==> src/rtl/cim_accum.sv <==
// cim_accum: per-lane accumulator for quantized input beats, drained as packed wide beats.
// Three-state FSM (IDLE/ACCUM/DRAIN); all outputs come from registered state.
module cim_accum #(
    parameter int LANES     = 16,
    parameter int IN_W      = 4,
    parameter int ACC_W     = 8,
    parameter int OUT_LANES = 4
) (
    input  logic                         clk,
    input  logic                         rst_n,
    input  logic                         start,
    input  logic [4:0]                   pass_num,
    input  logic                         in_valid,
    input  logic [LANES*IN_W-1:0]        in_data,
    output logic                         in_ready,
    output logic                         out_valid,
    output logic [OUT_LANES*ACC_W-1:0]   out_data,
    output logic                         out_last,
    input  logic                         out_ready,
    output logic                         busy,
    output logic                         done
);
    localparam int DRAINS = LANES / OUT_LANES;
    localparam int DW = DRAINS > 1 ? $clog2(DRAINS) : 1;
    localparam int LW = LANES > 1 ? $clog2(LANES) : 1;
    localparam logic [4:0] MAX_PASS = 5'd16;
    localparam logic [1:0] IDLE  = 2'd0;
    localparam logic [1:0] ACCUM = 2'd1;
    localparam logic [1:0] DRAIN = 2'd2;

    logic [1:0]       state;
    logic [ACC_W-1:0] acc [LANES];
    logic [4:0]       pass_cnt;
    logic [4:0]       eff;
    logic [DW-1:0]    d;
    logic             take;
    logic             last_beat;
    logic             last_drain;

    assign in_ready   = state == ACCUM;
    assign out_valid  = state == DRAIN;
    assign busy       = state != IDLE;
    assign out_last   = out_valid && d == DW'(DRAINS - 1);
    assign take       = in_valid && in_ready;
    assign last_beat  = take && pass_cnt + 5'd1 == eff;
    assign last_drain = out_ready && out_last;

    // Outside DRAIN the bus reads zero; accumulators stay frozen behind the mux.
    always_comb begin
        out_data = '0;
        for (int j = 0; j < OUT_LANES; j++)
            out_data[j*ACC_W +: ACC_W] = out_valid ? acc[LW'(int'(d) * OUT_LANES + j)] : '0;
    end

    always_ff @(posedge clk or negedge rst_n) begin
        if (!rst_n) begin
            state    <= IDLE;
            pass_cnt <= '0;
            eff      <= '0;
            d        <= '0;
            done     <= 1'b0;
            for (int i = 0; i < LANES; i++)
                acc[i] <= '0;
        end else begin
            done <= last_drain;
            if (state == IDLE && start) begin
                state    <= ACCUM;
                pass_cnt <= '0;
                eff      <= pass_num == 5'd0 ? 5'd1 : pass_num > MAX_PASS ? MAX_PASS : pass_num;
                for (int i = 0; i < LANES; i++)
                    acc[i] <= '0;
            end else if (take) begin
                pass_cnt <= pass_cnt + 5'd1;
                for (int i = 0; i < LANES; i++)
                    acc[i] <= acc[i] + ACC_W'(in_data[i*IN_W +: IN_W]);
                if (last_beat) begin
                    state <= DRAIN;
                    d     <= '0;
                end
            end else if (out_valid && out_ready) begin
                d <= out_last ? '0 : d + 1'b1;
                if (out_last)
                    state <= IDLE;
            end
        end
    end
endmodule

==> config.mk <==
export PLATFORM = sky130hd
export DESIGN_NAME = cim_accum
export DESIGN_NICKNAME = d
export VERILOG_FILES = /design/src/rtl/cim_accum.sv
export SDC_FILE = /design/constraint.sdc
export NUM_CORES = 1
export LEC_CHECK = 0
export ABC_AREA = 1
export BUFFER_PORTS_ARGS = -buffer_cell sky130_fd_sc_hd__clkbuf_2
export CAP_MARGIN = 40
export CORE_MARGIN = 2
export CORE_UTILIZATION = 55
export DETAILED_ROUTE_END_ITERATION = 10
export PLACE_DENSITY = 0.76
export SYNTH_ARGS = -nofsm -noshare
export SYNTH_HDL_FRONTEND = slang
export SYNTH_SLANG_ARGS = --single-unit
==> constraint.sdc <==
create_clock -name clk -period 2.4 [get_ports clk]
set_input_delay 0.48 -clock clk [delete_from_list [all_inputs] [get_ports clk]]
set_output_delay 0.48 -clock clk [all_outputs]
set_load 0.03 [all_outputs]
# ---- Word level (Yosys, flattened, before mapping)
# Index checks and enable logic that the tools add are counted.
# Widths: inputs -> output; s select.
dict set report word_totals {
  reg_bits 143
  output_inout_bits 37
}
dict set report classes {
  n_addsub 21
  n_lt_le_gt_ge 5
  n_eq_ne 6
  n_mux 31
  bitwise_logic 5
  reduce_logical 15
}
# op n
set ops {}
lappend ops {{$mux 128} 2}
lappend ops {{$add 8x4->8} 16}
lappend ops {{$bmux 8 s4} 4}
lappend ops {{$mux 8} 12}
lappend ops {{$ge 4x5->1 const B} 4}
lappend ops {{$mux 5} 4}
lappend ops {{$mux 2} 9}
lappend ops {{$not 4->4} 4}
lappend ops {{$add 4x2->4 const B} 2}
lappend ops {{$logic_and 1x1->1} 6}
lappend ops {{$reduce_and 3->1} 2}
lappend ops {{$reduce_bool 2->1} 3}
lappend ops {{$reduce_bool 3->1} 2}
lappend ops {{$add 5x1->5 const B} 1}
lappend ops {{$eq 5x5->1} 1}
lappend ops {{$gt 5x5->1 const B} 1}
lappend ops {{$logic_not 5->1} 1}
lappend ops {{$add 4x1->4 const B} 1}
lappend ops {{$eq 2x2->1 const B} 2}
lappend ops {{$ne 3x1->1 const B} 1}
lappend ops {{$add 2x1->2 const B} 1}
lappend ops {{$eq 2x1->1 const B} 1}
lappend ops {{$logic_not 2->1} 1}
lappend ops {{$ne 2x1->1 const B} 1}
lappend ops {{$not 1->1} 1}

# ---- Longest topological paths before layout
dict set report logic_depth {
  ltp_word 6
  mapped_depth 12
  depth_no_buf 12
}

# ---- Worst setup path after synthesis
# OpenSTA, ideal clock, no wires.
dict set report synth_path {
  path_type {reg2out}
  startpoint {reg state[1]}
  endpoint {out out_data[0]}
  arrival_time_ns 1.858
  required_time_ns 1.920
  path_slack_ns 0.062
  stages_incl_launch_ff 6
  n_path_buf 1
  cell_sequence {dfrtp_1 > inv_1 > nor2_1 > inv_1 > clkbuf_1 > a21oi_1}
}
dict set report synth_between {
  elab_chain_cells 2
}
# element line_no
set synth_rtl {}
lappend synth_rtl {{start, declared} 31} ;# logic [1:0] state;
lappend synth_rtl {{start signal, assigned} 57} ;# state <= IDLE;
lappend synth_rtl {{start signal, assigned} 67} ;# state <= ACCUM;
lappend synth_rtl {{start signal, assigned} 77} ;# state <= DRAIN;
lappend synth_rtl {{$eq 2x2->1} 41} ;# assign out_valid = state == DRAIN;
lappend synth_rtl {{via out_valid} 16} ;# output logic out_valid,
lappend synth_rtl {{$mux 8} 52} ;# out_data[j*ACC_W +: ACC_W] = out_valid ? acc[LW'(int'(d) * OUT_LANES + j)] : '0;
lappend synth_rtl {{end, declared} 17} ;# output logic [OUT_LANES*ACC_W-1:0] out_data,
# The timed path passes the listed nets, and every way through them passes these cells.

# ---- Worst setup path after layout
dict set report layout_path {
  startpoint {reg d[0]}
  endpoint {out out_data[3]}
}
dict set report layout_between {
  elab_chain_cells 5
}
# element line_no
set layout_rtl {}
lappend layout_rtl {{start, declared} 35} ;# logic [DW-1:0] d;
lappend layout_rtl {{start signal, assigned} 81} ;# d <= out_last ? '0 : d + 1'b1;
lappend layout_rtl {{$not 4->4 (implied by the code)} 52}
lappend layout_rtl {{$bmux 8 s4} 52}
lappend layout_rtl {{$mux 8 (implied by the code) (2 in series)} 52}
lappend layout_rtl {{$mux 8} 52}
# Every way passes these cells. The select of a mux whose other input is x is not followed.

==> key figures <==
Critical path
  – Worst endpoint required time: 1.92 ns
  – Max stage delay on crit path: 0.44 ns
  – Crit path cell chain: buf_4, a21oi_1, o21ai_0, a21oi_1, clkbuf_2
  – Crit. End Element: output pin
  – Element type at the critical path start: flop
  – Cell mode on critical path: a21oi_1
  – Crit Path Class: flop to output pin
  – Slowest-stage cell, CP: dfrtp_2
  – Worst Path Max Fanout: 17
  – Critical path data arrival time: between 1.5 and 2 ns

Timing
  – RSZ-0062 raised after global routing: yes
  – Worst Skew: 0.00675 ns
  – Final Cycle Share: between 90% and 100%
  – Slew at the pin with the worst max-slew slack: ~0.68 ns
  – Slew Viols, Final: 0
  – Setup Viol. Count Final: 0
  – Tmin final: 2.35 ns
  – Hold Vio Cnt, Final: 0
  – Relative slew slack: 54.9%
  – FMAX: 426 MHz
  – WHS: a little over 0.3 ns
  – Setup ws final: between 0.05 and 0.06 ns
  – TNS Setup: 0 ns

CTS
  – Maximum clock insertion buffer count: 2
  – CTS Buf Count: 17
  – Worst-Skew Late Latency: ~0.42 ns
  – Root Buffer: clkbuf_16
  – CTS H-tree lvls: 4
  – CTS tree: built
  – Clk sink count: 143
  – Reg clk slew, reported paths: 0.06 ns

Synthesis
  – Most used DFF post-synth: dfrtp_1
  – Seq/Total Area, Yosys: 37.3%
  – Post-synth top cells: 213 x nand2_1, 143 x dfrtp_1, 139 x a21oi_1, 122 x inv_1, 105 x o21ai_0
  – Mapped Nets: 1378
  – Syn Inst Count: 1222
  – Post-Syn Area: 0.00959 sq mm
  – Number of synthesized flops with an enable pin: 0
  – Synthesis-stage register bit count: approximately 140
  – Syn_area_per_cell: a little under 8 sq um
  – Post-synth ARST share: 100%
  – Most common cell in the synthesized netlist: nand2_1
  – Yosys top cell area share: between 30% and 40%
  – Number of unique standard cell types used by synthesis: 31
  – Area leader, netlist: dfrtp_1
  – Largest cells by area after synthesis: dfrtp_1 37%, ha_1 8.6%, nand2_1 8.3%, a21oi_1 7.3%, o21ai_0 5.5%
  – Ys Warns: 0

Global routing
  – GRT Residual Overflow: 0
  – Initial antenna violation count: 0
  – Total track usage: 30.0%
  – Largest net degree at the start of global routing: between 60 and 70
  – First-pass GRT wire length: 43100 um
  – Vias in the first global route: between 8k and 9k

Layout
  – Post-route cell area: 0.0111 sq mm
  – Filler cells: around 1.5k
  – Post-layout util: 64.6%
  – Nets: 1468
  – Total inserted antenna cells: 0
  – Post-Layout Cell Count: about 1.5k
  – Area grow syn2layout: 15.7%
  – Share of cells above drive strength 1: 13.6%

Pwr
  – Power Dens Cells: 1170 mW/mm^2
  – Max IR drop VDD: 0.000944 V
  – Total power draw: 13.0 mW
  – Lkg Pwr: approximately 5.5 nW

Die
  – Std-Cell Rows: 48
  – Core Area: 0.0172 sq mm
  – Die Y: 136 um
  – # IOs: 111
  – Initial core utilization: between 50 and 60%
  – Die Area: 0.0185 sq mm
  – Die X: 136 um

Route
  – Routed length per placed instance: 17.3 um
  – # DRC: 0
  – Antenna-violating nets left: 0
  – Initial DRC count: 782
  – Drt total wl: 26700 um
  – Drt pass-1 iters: 8
  – Vias: approximately 9.0k
  – Vias/cell: 5.82

Place
  – GPL Wtd Cong: 0.899
  – Area of placed instances: 0.0104 sq mm
  – I/O Buffers: 110
  – Inst Count DP: 1517
  – Worst slack, placed: 0.398 ns
  – Detailed Place HPWL: 19000 um

Status
  – Outcome: finished, final reports clean

Hold path
  – Worst hold path class: input pin to flop

Job
  – Max-capacitance violation count: 0
## worst max-delay path: cells and delay by family (launching register included)
| family | cells | cell delay, ns |
|---|---|---|
| AOI/OAI and AO/OA | 3 | 0.55 |
| DFF | 1 | 0.44 |
| buffers and inverters | 2 | 0.44 |
## cell families (layout without fill, tap and decap cells)
kind of cell    after synthesis  in the layout  synth area share, %
simple gates                453            453                 20.9
flops                       143            143                 37.3
fa+ha+maj                    82             82                 11.9
buf+inv                     182            284                 8.06
xor+xnor                     29             29                 2.65
compound gates              333            333                 19.2
## metal layers
layer	vias up	part of all wire [%]	GRT usage (%)
met5	-	0	0
met4	0	3.2	12.7
met3	57	6.4	5.07
met2	327	47	48.8
met1	4244	43	39.8
li1	4390	-	-
## worst paths after layout
check | slack [ns] | from | end | cells past startpoint
setup / recovery | 0.05 | d[0]$_DFFE_PN0P_ | out_data[3] | 5
hold / removal | 0.31 | pass_num[3] | eff[3]$_DFFE_PN0P_ | 3
setup reg to reg | 0.54 | acc[0]$_DFFE_PN0N_ | acc[6]$_DFFE_PN0N_ | 9
hold reg to reg | 0.52 | acc[122]$_DFFE_PN0N_ | acc[122]$_DFFE_PN0N_ | 2
max in group asynchronous | 1.19 | rst_n | d[0]$_DFFE_PN0P_ | 3
min in group asynchronous | 0.55 | rst_n | acc[41]$_DFFE_PN0N_ | 2
## layout by cell type (no fill, tap or decap), types with 16 or more instances in the layout
cell type  count
inv_1        122
clkbuf_16     17
fa_1          16
o21ai_0      103
dfrtp_1      142
nand4_1       39
a31oi_1       19
clkbuf_2      92
nand3_1       79
o22ai_1       36
a21oi_1      130
nor2_1        98
nand2_1      213
ha_1          66
## power breakdown
group	internal, mW	switching [mW]
logic	2.19	4.11
registers	3.08	0.628
clock network	1.89	1.05
## repair_timing
item / in CTS / in global routing
buffers inserted: 0 / 0
endpoints found under the setup margin: 5 / 33
hold buffers: 1 / 0
endpoints found under the hold margin: 14 / 0
resized for setup: 8 / 29
## layout make-up
cell class / instances / area [sq um] / area share, %
Multi-Input combinational cell: 897 / 5290 / 47.6
Tap cell: 225 / 282 / 2.54
Sequential cell: 143 / 3580 / 32.3
Inverter: 126 / 474 / 4.27
Clock inverter: 11 / 188 / 1.69
Clock buffer: 20 / 457 / 4.11
Timing Repair Buffer: 127 / 833 / 7.51
## flip-flops by register name, indices dropped and copies added, names as in the netlist
register / cells
acc: 128
d: 2
pass_cnt: 5
state: 2
done: 1
eff: 5
Note: power is estimated with default switching activity, not from simulation.
